--- src/rtl/fx_alu_engine_pkg.sv ---
// Shared op codes, FSM state encodings and saturation helpers for the fixed-point ALU engine.
package fx_alu_pkg;

  localparam logic [2:0] OP_DIV = 3'd0;
  localparam logic [2:0] OP_MUL = 3'd1;
  localparam logic [2:0] OP_ADD = 3'd2;
  localparam logic [2:0] OP_SUB = 3'd3;
  localparam logic [2:0] OP_SQR = 3'd4;

  localparam logic [2:0] ST_IDLE  = 3'd0;
  localparam logic [2:0] ST_SETUP = 3'd1;
  localparam logic [2:0] ST_RUN   = 3'd2;
  localparam logic [2:0] ST_FIX   = 3'd3;
  localparam logic [2:0] ST_DONE  = 3'd4;

  // Bit patterns of the signed saturation limits for a w-bit result (w <= 64).
  function automatic logic [63:0] sat_max(input int w);
    return (64'd1 << (w - 1)) - 64'd1;
  endfunction

  function automatic logic [63:0] sat_min(input int w);
    return 64'd1 << (w - 1);
  endfunction

endpackage

--- src/rtl/fx_alu_engine_if.sv ---
// Request/result handshake bundle between the iteration sequencer, the ALU engine and the escape test.
interface fx_alu_engine_if #(
  parameter int W     = 32,
  parameter int TAG_W = 8
);
  logic             in_valid;
  logic             in_ready;
  logic [2:0]       op;
  logic [W-1:0]     a;
  logic [W-1:0]     b;
  logic [TAG_W-1:0] tag;
  logic             out_valid;
  logic             out_ready;
  logic [W-1:0]     q;
  logic [W-1:0]     r;
  logic [TAG_W-1:0] out_tag;
  logic             ovf;
  logic             dz;
  logic             err;

  modport master (
    output in_valid, op, a, b, tag, out_ready,
    input  in_ready, out_valid, q, r, out_tag, ovf, dz, err
  );

  modport slave (
    input  in_valid, op, a, b, tag, out_ready,
    output in_ready, out_valid, q, r, out_tag, ovf, dz, err
  );
endinterface

--- src/rtl/fx_alu_engine_shift_core.sv ---
// Shared shift register for unsigned magnitudes: right-shift/add multiply (W steps) or restoring divide (W+FRAC steps).
// One bit per step; o_last is high on the step that completes the operation.
module fx_shift_core #(
  parameter int W    = 32,
  parameter int FRAC = 24
) (
  input  logic                clk,
  input  logic                rst,
  input  logic                i_load,
  input  logic                i_step,
  input  logic                i_div,
  input  logic [W-1:0]        i_ma,
  input  logic [W-1:0]        i_mb,
  output logic                o_last,
  output logic [2*W-1:0]      o_prod,
  output logic [W+FRAC-1:0]   o_quo,
  output logic [W-1:0]        o_rem
);
  localparam int N_DIV = W + FRAC;
  localparam int SR_W  = W + N_DIV;
  localparam int CW    = $clog2(N_DIV);

  logic [SR_W-1:0] r_sr;
  logic [W-1:0]    r_mb;
  logic [CW-1:0]   r_cnt;
  logic            r_div;

  logic [W:0]      w_msum;
  logic [W:0]      w_trial;
  logic            w_ge;
  logic [W-1:0]    w_nrem;

  // Multiply: {acc, multiplier} shifts right. Divide: {remainder, dividend/quotient} shifts left.
  assign w_msum  = {1'b0, r_sr[2*W-1:W]} + (r_sr[0] ? {1'b0, r_mb} : '0);
  assign w_trial = {r_sr[SR_W-1:N_DIV], r_sr[N_DIV-1]};
  assign w_ge    = w_trial >= {1'b0, r_mb};
  assign w_nrem  = w_ge ? W'(w_trial - {1'b0, r_mb}) : w_trial[W-1:0];

  always_ff @(posedge clk) begin
    if (rst) begin
      r_sr  <= '0;
      r_mb  <= '0;
      r_cnt <= '0;
      r_div <= 1'b0;
    end else if (i_load) begin
      r_mb  <= i_mb;
      r_div <= i_div;
      r_cnt <= i_div ? CW'(N_DIV - 1) : CW'(W - 1);
      r_sr  <= i_div ? (SR_W'(i_ma) << FRAC) : SR_W'(i_ma);
    end else if (i_step) begin
      r_cnt <= r_cnt - 1'b1;
      if (r_div) r_sr <= {w_nrem, r_sr[N_DIV-2:0], w_ge};
      else       r_sr <= SR_W'({w_msum, r_sr[W-1:1]});
    end
  end

  assign o_last = (r_cnt == '0);
  assign o_prod = r_sr[2*W-1:0];
  assign o_quo  = r_sr[N_DIV-1:0];
  assign o_rem  = r_sr[SR_W-1:N_DIV];
endmodule

--- src/rtl/fx_alu_engine.sv ---
// Iterative signed Q fixed-point ALU (DIV/MUL/SQR/ADD/SUB) with saturation; one request in flight at a time.
// Latency 2 (ADD/SUB/illegal/div-by-zero), W+2 (MUL/SQR), W+FRAC+2 (DIV); result held until out_ready.
module fx_alu_engine
  import fx_alu_pkg::*;
#(
  parameter int W     = 32,
  parameter int FRAC  = 24,
  parameter int TAG_W = 8
) (
  input logic            clk,
  input logic            rst,
  fx_alu_engine_if.slave bus
);
  localparam int MW = 2 * W + FRAC;
  localparam logic [W-1:0] SAT_MAX = W'(sat_max(W));
  localparam logic [W-1:0] SAT_MIN = W'(sat_min(W));

  logic [2:0]       r_state, r_op;
  logic [W-1:0]     r_a, r_b, r_q, r_r;
  logic [TAG_W-1:0] r_tag, r_out_tag;
  logic             r_out_valid, r_ovf, r_dz, r_err;

  logic             w_is_div, w_bz, w_long, w_neg, w_last;
  logic [W-1:0]     w_ma, w_mb_abs, w_mb, w_rem, w_q, w_r;
  logic [2*W-1:0]   w_prod;
  logic [W+FRAC-1:0] w_quo;
  logic [MW-1:0]    w_mag;
  logic [W:0]       w_sum;
  logic             w_ovf, w_dz, w_err;

  // Operands stay latched for the whole operation, so signs/magnitudes are derived combinationally.
  assign w_is_div = (r_op == OP_DIV);
  assign w_bz     = (r_b == '0);
  assign w_long   = (r_op == OP_MUL) || (r_op == OP_SQR) || (w_is_div && !w_bz);
  assign w_neg    = (r_op == OP_SQR) ? 1'b0 : (r_a[W-1] ^ r_b[W-1]);
  assign w_ma     = r_a[W-1] ? -r_a : r_a;
  assign w_mb_abs = r_b[W-1] ? -r_b : r_b;
  assign w_mb     = (r_op == OP_SQR) ? w_ma : w_mb_abs;

  fx_shift_core #(.W(W), .FRAC(FRAC)) u_core (
    .clk    (clk),
    .rst    (rst),
    .i_load (r_state == ST_SETUP && w_long),
    .i_step (r_state == ST_RUN),
    .i_div  (w_is_div),
    .i_ma   (w_ma),
    .i_mb   (w_mb),
    .o_last (w_last),
    .o_prod (w_prod),
    .o_quo  (w_quo),
    .o_rem  (w_rem)
  );

  always_comb begin
    w_q   = '0;
    w_r   = '0;
    w_ovf = 1'b0;
    w_dz  = 1'b0;
    w_err = 1'b0;
    w_mag = w_is_div ? MW'(w_quo) : MW'(w_prod >> FRAC);
    w_sum = (r_op == OP_SUB) ? ({r_a[W-1], r_a} - {r_b[W-1], r_b})
                             : ({r_a[W-1], r_a} + {r_b[W-1], r_b});
    case (r_op)
      OP_ADD, OP_SUB: begin
        if (w_sum[W] != w_sum[W-1]) begin
          w_ovf = 1'b1;
          w_q   = w_sum[W] ? SAT_MIN : SAT_MAX;
        end else begin
          w_q = w_sum[W-1:0];
        end
      end
      OP_MUL, OP_SQR, OP_DIV: begin
        if (w_is_div && w_bz) begin
          w_dz = 1'b1;
          w_q  = r_a[W-1] ? SAT_MIN : SAT_MAX;
        end else begin
          // Negative side reaches one step further than positive before clamping.
          if (w_neg && w_mag > MW'(SAT_MIN)) begin
            w_ovf = 1'b1;
            w_q   = SAT_MIN;
          end else if (!w_neg && w_mag > MW'(SAT_MAX)) begin
            w_ovf = 1'b1;
            w_q   = SAT_MAX;
          end else begin
            w_q = w_neg ? -w_mag[W-1:0] : w_mag[W-1:0];
          end
          if (w_is_div) w_r = r_a[W-1] ? -w_rem : w_rem;
        end
      end
      default: w_err = 1'b1;
    endcase
  end

  always_ff @(posedge clk) begin
    if (rst) begin
      r_state     <= ST_IDLE;
      r_op        <= '0;
      r_a         <= '0;
      r_b         <= '0;
      r_tag       <= '0;
      r_q         <= '0;
      r_r         <= '0;
      r_out_tag   <= '0;
      r_ovf       <= 1'b0;
      r_dz        <= 1'b0;
      r_err       <= 1'b0;
      r_out_valid <= 1'b0;
    end else begin
      case (r_state)
        ST_IDLE: if (bus.in_valid) begin
          r_op    <= bus.op;
          r_a     <= bus.a;
          r_b     <= bus.b;
          r_tag   <= bus.tag;
          r_state <= ST_SETUP;
        end
        ST_SETUP: r_state <= w_long ? ST_RUN : ST_FIX;
        ST_RUN:   if (w_last) r_state <= ST_FIX;
        ST_FIX: begin
          r_q         <= w_q;
          r_r         <= w_r;
          r_out_tag   <= r_tag;
          r_ovf       <= w_ovf;
          r_dz        <= w_dz;
          r_err       <= w_err;
          r_out_valid <= 1'b1;
          r_state     <= ST_DONE;
        end
        ST_DONE: if (bus.out_ready) begin
          r_out_valid <= 1'b0;
          r_state     <= ST_IDLE;
        end
        default: r_state <= ST_IDLE;
      endcase
    end
  end

  assign bus.in_ready  = (r_state == ST_IDLE);
  assign bus.out_valid = r_out_valid;
  assign bus.q         = r_q;
  assign bus.r         = r_r;
  assign bus.out_tag   = r_out_tag;
  assign bus.ovf       = r_ovf;
  assign bus.dz        = r_dz;
  assign bus.err       = r_err;
endmodule
--- src/flat_wrapper.sv ---
// flat-port wrapper written by rule: the top's interface ports become plain ports
module fx_alu_engine_flat import fx_alu_pkg::*;
#(
  parameter int W     = 32,
  parameter int FRAC  = 24,
  parameter int TAG_W = 8
)
  (clk, rst, bus_in_valid, bus_op, bus_a, bus_b, bus_tag, bus_out_ready, bus_in_ready, bus_out_valid, bus_q, bus_r, bus_out_tag, bus_ovf, bus_dz, bus_err);
  fx_alu_engine_if #(.W(W), .TAG_W(TAG_W)) bus_i ();
  input logic clk;
  input logic rst;
  input wire logic [$bits(bus_i.in_valid)-1:0] bus_in_valid;
  input wire logic [$bits(bus_i.op)-1:0] bus_op;
  input wire logic [$bits(bus_i.a)-1:0] bus_a;
  input wire logic [$bits(bus_i.b)-1:0] bus_b;
  input wire logic [$bits(bus_i.tag)-1:0] bus_tag;
  input wire logic [$bits(bus_i.out_ready)-1:0] bus_out_ready;
  output wire logic [$bits(bus_i.in_ready)-1:0] bus_in_ready;
  output wire logic [$bits(bus_i.out_valid)-1:0] bus_out_valid;
  output wire logic [$bits(bus_i.q)-1:0] bus_q;
  output wire logic [$bits(bus_i.r)-1:0] bus_r;
  output wire logic [$bits(bus_i.out_tag)-1:0] bus_out_tag;
  output wire logic [$bits(bus_i.ovf)-1:0] bus_ovf;
  output wire logic [$bits(bus_i.dz)-1:0] bus_dz;
  output wire logic [$bits(bus_i.err)-1:0] bus_err;
  assign bus_i.in_valid = bus_in_valid;
  assign bus_i.op = bus_op;
  assign bus_i.a = bus_a;
  assign bus_i.b = bus_b;
  assign bus_i.tag = bus_tag;
  assign bus_i.out_ready = bus_out_ready;
  assign bus_in_ready = bus_i.in_ready;
  assign bus_out_valid = bus_i.out_valid;
  assign bus_q = bus_i.q;
  assign bus_r = bus_i.r;
  assign bus_out_tag = bus_i.out_tag;
  assign bus_ovf = bus_i.ovf;
  assign bus_dz = bus_i.dz;
  assign bus_err = bus_i.err;
  fx_alu_engine #(.W(W), .FRAC(FRAC), .TAG_W(TAG_W)) u_core (.clk(clk), .rst(rst), .bus(bus_i));
endmodule
--- config.mk ---
export PLATFORM = sky130hd
export DESIGN_NAME = fx_alu_engine_flat
export DESIGN_NICKNAME = d
export VERILOG_FILES = /design/src/rtl/fx_alu_engine_pkg.sv /design/src/rtl/fx_alu_engine_if.sv /design/src/rtl/fx_alu_engine_shift_core.sv /design/src/rtl/fx_alu_engine.sv /design/src/flat_wrapper.sv
export SDC_FILE = /design/constraint.sdc
export NUM_CORES = 1
export LEC_CHECK = 0
export CAP_MARGIN = 20
export CORE_UTILIZATION = 45
export DETAILED_ROUTE_END_ITERATION = 8
export HOLD_SLACK_MARGIN = 0.1
export SLEW_MARGIN = 20
export SYNTH_ARGS = -nofsm -noshare
export SYNTH_HDL_FRONTEND = slang
export SYNTH_HIERARCHICAL = 1
export SYNTH_SLANG_ARGS = --single-unit
--- constraint.sdc ---
create_clock -name clk -period 16.15 [get_ports clk]
set_input_delay 4.845 -clock clk [delete_from_list [all_inputs] [get_ports clk]]
set_output_delay 4.845 -clock clk [all_outputs]
set_load 0.1 [all_outputs]
[Word-level counts from Yosys, hierarchy flattened]
Cells that the tools add are included.
Operators by class
  equal/unequal tests: 12
  muxes and demuxes: 42
  shifts and indexed selects: 0
  reduce and logical (&&, ||, !) cells: 21
  bitwise operators: 1
  magnitude comparators: 3
  add/sub/neg operators: 9
  multipliers: 0
  divide/modulo/power cells: 0
Operators by type and width (number)
  32-bit 2-to-1 mux: 16
  88-bit 2-to-1 mux: 3
  32-bit negator: 4
  56-bit 2-to-1 mux: 2
  88-bit by 31-bit greater-than comparator with 1-bit output, second input constant: 1
  88-bit by 32-bit greater-than comparator with 1-bit output, second input constant: 1
  32-bit case mux with 2 select lines: 1
  32-bit by 32-bit adder with 33-bit output: 1
  32-bit by 33-bit adder with 33-bit output: 1
  33-bit by 32-bit greater-or-equal comparator with 1-bit output: 1
  33-bit 2-to-1 mux: 1
  32-bit by 32-bit subtractor with 33-bit output: 1
  32-bit logical NOT: 1
  32-bit subtractor: 1
  6-bit 2-to-1 mux: 3
  3-bit case mux with 5 select lines: 1
  3-bit by 2-bit equality test with 1-bit output, second input constant: 4
  1-bit 2-to-1 mux: 10
  3-bit 2-to-1 mux: 3
  3-bit by 1-bit equality test with 1-bit output, second input constant: 2
  3-bit equality test, second input constant: 2
  3-bit logical NOT: 2
  6-bit logical NOT: 1
  6-bit by 1-bit subtractor with 6-bit output, second input constant: 1
  14 further kinds: 24
Storage, ports and cells
  ROM bits: 0
  bits in writable memories: 0
  bits in latches: 0
  output and inout bits: 77
  memories: 0
  register bits after elaboration: 281

[Depth between registers and ports, before layout]
Gate-level depths: netlist (run 1).
  depth after elaboration: 8
  depth in mapped cells: 23
  depth with buffers taken out: 21

[Cells and area by module]
Netlist (run 1), hierarchy kept.
Modules (own cells, without submodules)
  fx_alu_engine: sequential area each 3083.0 um^2, area each 12036.5 um^2, cells an instance 1684, times used 1
  fx_shift_core: sequential area each 2542.4 um^2, area each 9872.0 um^2, cells an instance 1248, times used 1

[Least setup slack after synthesis (run 1)]
Ideal clock, no wire load.
  kind: register -> output
  start point: reg u_core.r_state[1]
  end point: out bus_in_ready
  data required time: 11305 ps
  slack: 8610 ps
  cell stages (with the launch flop): 3
  arrival time: 2695 ps
  cells stage by stage: dfxtp_1 -> clkbuf_1 -> nor3_1
On the way
  word-level cells in the longest chain between the ends: 1
Ends and longest elaborated chain
  start, declared: line fx_alu_engine.sv:18  | logic [2:0] r_state, r_op;
  start signal, assigned: line fx_alu_engine.sv:117  | ST_SETUP: r_state <= w_long ? ST_RUN : ST_FIX;
  3-bit logical NOT: line fx_alu_engine.sv:138  | assign bus.in_ready = (r_state == ST_IDLE);
  end, declared: line flat_wrapper.sv:18  | output wire logic [$bits(bus_i.in_ready)-1:0] bus_in_ready;
No other way between the ends.

[Final worst setup path (run 1)]
Same ends and word-level chain as after synthesis.

==> results of run 1 <==
==> sequential cells by signal (all words and copies together) (netlist names), 3 cells and up <==
| signal | flops |
|---|---|
| u_core/u_core/r_sr | 88 |
| u_core/bus.q | 32 |
| u_core/bus.r | 32 |
| u_core/r_a | 32 |
| u_core/r_b | 32 |
| u_core/u_core/r_mb | 32 |
| u_core/bus.out_tag | 8 |
| u_core/r_tag | 8 |
| u_core/u_core/r_cnt | 6 |
| u_core/r_op | 3 |
| u_core/r_state | 3 |
==> cells by family (layout without fill, tap and decap cells) <==
kind of cell | after synthesis | count (layout) | synth area share (%)
compound gates | 835 | 835 | 24.5
buf+inv | 328 | 317 | 6.86
xor+xnor | 224 | 224 | 9.05
flops | 281 | 281 | 25.7
fa+ha+maj | 106 | 106 | 6.16
mux | 128 | 128 | 6.04
simple gates | 1030 | 1030 | 21.7
other cells | 0 | 1 | 0
==> critical path, stage by stage (launching register included) <==
cell and delay (ps):
dfxtp_1 400, nor3_1 570, clkdlybuf4s50_1 1260
==> metrics by stage <==
step	setup slack [ps]	instance area, um^2	utilization [%]	instances	total power, mW
final	8500	24400	51.0	3537	5.06
after global placement	9110	23300	48.6	3477	4.18
after floorplan	8610	21900	-	2932	3.35
after global routing	8450	24400	51.0	3536	5.37
after detailed placement	9110	23300	48.6	3477	4.18
after CTS	8490	24400	51.0	3536	5.01
==> final cells by class <==
type | count | area [um^2]
Inverter | 73 | 274
Timing Repair Buffer | 185 | 1780
Fill cell | 4771 | 23400
Clock buffer | 48 | 1010
Antenna cell | 1 | 2.50
Tap cell | 615 | 769
Multi-Input combinational cell | 2323 | 14800
Sequential cell | 281 | 5630
Clock inverter | 11 | 144
==> cell usage after synthesis, types with 14 or more instances <==
| cell | instances | area share (%) |
|---|---|---|
| a211oi_1 | 73 | 2.5 |
| a21o_1 | 37 | 1.3 |
| a21oi_1 | 234 | 5.3 |
| a222oi_1 | 25 | 1.1 |
| a22oi_1 | 52 | 1.8 |
| a31oi_1 | 22 | 0.63 |
| and2_1 | 50 | 1.4 |
| buf_1 | 19 | 0.33 |
| buf_2 | 15 | 0.34 |
| buf_4 | 65 | 2.2 |
| clkbuf_1 | 153 | 2.6 |
| dfxtp_1 | 281 | 26 |
| ha_1 | 103 | 5.9 |
| inv_1 | 72 | 1.2 |
| mux2_2 | 33 | 1.7 |
| mux2i_1 | 94 | 4.3 |
| nand2_1 | 397 | 6.8 |
| nand2b_1 | 23 | 0.66 |
| nand3_1 | 35 | 0.80 |
| nand4_1 | 22 | 0.63 |
| nor2_1 | 281 | 4.8 |
| nor2b_1 | 22 | 0.63 |
| nor3_1 | 69 | 1.6 |
| nor4_1 | 31 | 0.89 |
| o211ai_1 | 22 | 0.75 |
| o21ai_0 | 209 | 4.8 |
| o21bai_1 | 15 | 0.51 |
| o31ai_1 | 26 | 0.89 |
| or3_1 | 33 | 0.94 |
| or4_1 | 14 | 0.48 |
| xnor2_1 | 129 | 5.2 |
| xor2_1 | 93 | 3.7 |
==> metal layers <==
layer  share of wire, %  up-vias
met2                 45      808
met3                7.0      112
met4                2.2        0
li1                   -    10400
met5                  0        -
met1                 46    10500
==> power by group <==
group / switching (mW) / total [mW] / leakage (nW) / internal [mW]
sequential: 0.246 / 1.06 / 2.28 / 0.813
combinational: 2.05 / 3.20 / 6.77 / 1.15
clock: 0.333 / 0.804 / 0.559 / 0.471
==> final timing paths <==
kind	slack, ps	depth (start not counted)	endpoint
min reg2reg	460	2	u_core/bus.r[7]
min	460	2	u_core/bus.r[7]
max	8500	2	bus_in_ready
max reg2reg	9790	20	u_core/bus.q[26]
==> results.tsv, run 1 <==
stage	metric	value	unit
finish	P&R area growth vs syn	11.5	%
place	port bufs	155	
power	pwr/cell area	207	nW/um^2
routing	DR pass1 iterations	7	
routing	Detail Route Antenna Nets	0	
die	Initial Util	45.8	%
cts	clk slew on worst S/H paths	60	ps
die	Die ar.	49600	um^2
synthesis	Post-synth EDFFs	0	
die	io pins	156	
die	Placement Rows	80	
timing	fmax	0.131	GHz
job	maxcap violations	0	
timing	Setup Skew	24.0	ps
routing	DR iter-0 viols	2125	
global_route	first-pass GRT wire length	121000	um
setup_path	r2r startpoint	u_core/r_b[0]	
synthesis	Synth cell types	91	
finish	nets	3085	
setup_path	WP data required	11300	ps
setup_path	Critical Path AT	2810	ps
timing	final setup fails	0	
timing	Min Hold Slack	458	ps
finish	share of post-route cells with drive strength above 1	5.51	%
cts	CTS Hold Bufs	0	
status	status	completed	
timing	RSZ-0062 raised after global routing	false	
die	DIE HEIGHT	223	um
global_route	met2 GRT Util	50.1	%
place	RePlAce Congestion	0.962	
synthesis	Synth Register Bits	281	
setup_path	CP startpoint	u_core/r_state[1]	
cts	post-cts resize count	0	
routing	Routed WL	80000	um
setup_path	critical setup path kind	reg -> out	
timing	Tmin final	7650	ps
cts	setup bufs post-CTS	0	
global_route	GR met1 Demand/Resource	44.4	%
synthesis	Synth warnings	6	
die	Die X	223	um
setup_path	Setup crit end kind	output pin	
timing	setup TNS	0	ps
global_route	vias in the first global route	20500	
timing	Final Hold Viols	0	
global_route	initial antenna violation count	1	
cts	Clk Latency, worst-skew pair	580	ps
cts	clock sinks	281	
die	core box area	47800	um^2
global_route	grt met3 use	3.81	%
synthesis	Main synth FF type	dfxtp_1	
routing	Residual DRC	0	
power	Peak VDD IR	131	uV
routing	via count	21800	
synthesis	Post-Synthesis Cells	2932	
timing	Period Utilization, post-route	47.4	%
global_route	grt ovf	0	
cts	Longest Clk Path Bufs	3	
setup_path	CP startpoint kind	flip-flop	
routing	drt via density	6.16	
cts	Num CTS Buffers	36	
cts	CTS tree	done	
timing	Slew headroom	22.0	%
global_route	largest net degree at the start of global routing	101	
routing	WL per Instance	22.6	um
global_route	Most Crowded Layer GR	met2	
worst_hold_path	Min-Delay Startpoint	u_core/bus.r[7]	
synthesis	Post-Syn Area	21900	um^2
synthesis	FFs w/ async S/R, synth	0	%
power	Leakage	9.61	nW
synthesis	syn_nets	3117	
timing	fin. max-slew vios	0	
cts	Root Buffer	clkbuf_16	
finish	most frequent cells in the layout	395 x nand2_1, 279 x nor2_1, 279 x dfxtp_1	
synthesis	Syn Area/Cell	7.47	um^2
finish	commonest non-fill, non-tap cell in the layout	nand2_1	
cts	H-tree depth	2	
timing	worst-margin pin slew	1160	ps
worst_hold_path	Hold Path Class	reg -> reg	
global_route	gr usage total	31.4	%
place	dpl hpwl	60300	um
synthesis	post-synthesis sequential area ratio	25.7	%
setup_path	crit-path max FO	11	
Power figures use the tool's default switching activity.
==> inputs of run 2 (changes only) <==
- clock period: 16.15 -> 7.94 ns (I/O delays scaled with it)
==> run 2 against run 1 <==
Routed wire length increased by 1.6%. Sequential share of layout area increased by 0.10 points. Critical path depth is 17 higher. Design area decreased by 0.45%. Combinational power rose by 110%. Non-clock buffer count is the same. Hold slack got worse by 5.5 ps. Clock power rose by 87%. Clock skew down 12 ps. Final cell count barely moved. Flip-flop and latch count is the same. Register-to-register slack worse by 7800 ps.
==> results.tsv, run 2 (same netlist as run 1, synthesis figures left out) <==
stage	metric	value	unit
status	status	completed	
setup_path	highest-delay cell along the critical path	or4b_2	
die	Die X	223	um
setup_path	crit-path max FO	26	
cts	clk slew on worst S/H paths	60	ps
timing	setup TNS	0	ps
cts	Num CTS Buffers	35	
cts	setup bufs post-CTS	0	
die	core box area	47800	um^2
timing	worst-margin pin slew	1120	ps
cts	CTS tree	done	
setup_path	Critical Path AT	6400	ps
die	DIE HEIGHT	223	um
place	dpl hpwl	62400	um
cts	Root Buffer	clkbuf_16	
global_route	largest net degree at the start of global routing	111	
finish	share of post-route cells with drive strength above 1	5.35	%
place	RePlAce Congestion	0.983	
finish	P&R area growth vs syn	11.0	%
setup_path	slowest cell delay on critical path	720	ps
finish	most frequent cells in the layout	395 x nand2_1, 279 x nor2_1, 279 x dfxtp_1	
routing	WL per Instance	23.0	um
timing	Slew headroom	24.5	%
cts	clock sinks	281	
setup_path	Setup crit end kind	flip-flop	
global_route	initial antenna violation count	3	
routing	DR iter-0 viols	2169	
power	Total Power	10.2	mW
finish	Reg with most FFs	u_core/u_core/r_sr	
job	maxcap violations	0	
global_route	gr usage total	32.1	%
die	Placement Rows	80	
cts	Clk Latency, worst-skew pair	550	ps
routing	via count	21600	
timing	RSZ-0062 raised after global routing	false	
timing	fmax	0.168	GHz
routing	drt via density	6.12	
place	port bufs	155	
cts	post-cts resize count	0	
power	Peak VDD IR	497	uV
timing	Period Utilization, post-route	74.9	%
die	Initial Util	45.8	%
timing	final setup fails	0	
worst_hold_path	Hold Path Class	reg -> reg	
finish	commonest non-fill, non-tap cell in the layout	nand2_1	
finish	nets	3084	
routing	Routed WL	81300	um
power	Leakage	9.55	nW
setup_path	CP delay by family, top	simple AND/OR/NAND/NOR gates	
setup_path	critical setup path kind	reg -> reg	
cts	Longest Clk Path Bufs	3	
timing	Setup Skew	11.6	ps
setup_path	Critical Path Most Common Cell	nand2_1	
timing	Final Hold Viols	0	
finish	filler cell count	4772	
cts	CTS Hold Bufs	0	
timing	Tmin final	5950	ps
finish	max FFs per register	88	
power	pwr/cell area	421	nW/um^2
routing	Residual DRC	0	
timing	fin. max-slew vios	0	
global_route	first-pass GRT wire length	123000	um
setup_path	WP data required	8390	ps
global_route	vias in the first global route	20400	
die	io pins	156	
global_route	grt ovf	0	
setup_path	worst path cell trace	inv_1 > ha_1 > or4b_2 > nor4b_2 > nand2_1 > or3_1 > nor3_1 > nand2_1 > nand2_1 > xor2_1 > ha_1 > and3_1 > nand2_1 > o21ai_0 > a21oi_1 > or4b_2 > nand4_2 > o21ai_0 > a211oi_1	
setup_path	WP buf/inv	1	
routing	Detail Route Antenna Nets	0	
die	Die ar.	49600	um^2
setup_path	CP startpoint kind	flip-flop	
cts	H-tree depth	2	
routing	DR pass1 iterations	7	
run 2: cell types whose count changed in the layout (fill, tap and decap cells not counted), sizes merged:
cell | previous run | this run
clkinvlp | 2 | 3
clkinv | 5 | 3
clkbuf | 49 | 47
inv | 75 | 76
bufinv | 2 | 1
run 2: per-stage QoR:
stage,instance area (um^2),hold slack [ps],setup WS (ps),util [%],std cells
after floorplan,21900,432,2860,-,2932
after global placement,23300,444,2260,48.6,3477
after detailed placement,23300,444,2060,48.6,3477
after global routing,24300,473,1560,50.8,3533
after CTS,24300,453,2070,50.8,3533
final,24300,453,1990,50.8,3534
run 2: path summary, 6_finish.rpt:
kind / to / from / cells after the start / slack (ps)
max: u_core/bus.q[11] / u_core/r_b[0] / 19 / 1990
min reg2reg: u_core/bus.out_tag[7] / u_core/r_tag[7] / 2 / 450
min: u_core/bus.out_tag[7] / u_core/r_tag[7] / 2 / 450
max reg2reg: u_core/bus.q[11] / u_core/r_b[0] / 19 / 1990
run 2: layout make-up:
class,instances,area [um^2],area share [%]
Clock inverter,10,93.8,0.386
Antenna cell,1,2.50,0.0103
Inverter,73,274,1.13
Tap cell,615,769,3.16
Clock buffer,46,947,3.90
Multi-Input combinational cell,2323,14800,60.9
Timing Repair Buffer,185,1780,7.32
Sequential cell,281,5630,23.1
run 2: power by group:
group	switching, mW	leakage, nW	total, mW	internal, mW
logic	4.27	6.77	6.60	2.33
clock network	0.634	0.502	1.50	0.870
registers	0.487	2.28	2.14	1.65
total	5.40	9.55	10.2	4.85
run 2: per-layer routing:
| layer | wire length [um] | track usage (%) |
|---|---|---|
| met1 | 36900 | 44.4 |
| met2 | 35600 | 50.1 |
| met3 | 6800 | 7.00 |
| met4 | 1970 | 8.14 |
| met5 | 0 | 0 |
run 2: worst reg2reg max path: stages (launching register included):
cell      delay (ps)
dfxtp_1          360
inv_1             90
ha_1             210
or4b_2           700
nor4b_2          380
nand2_1          110
or3_1            350
nor3_1           450
nand2_1          140
nand2_1          110
xor2_1            90
ha_1             460
and3_1           250
nand2_1           60
o21ai_0          330
a21oi_1          110
or4b_2           720
nand4_2          440
o21ai_0          220
a211oi_1         280
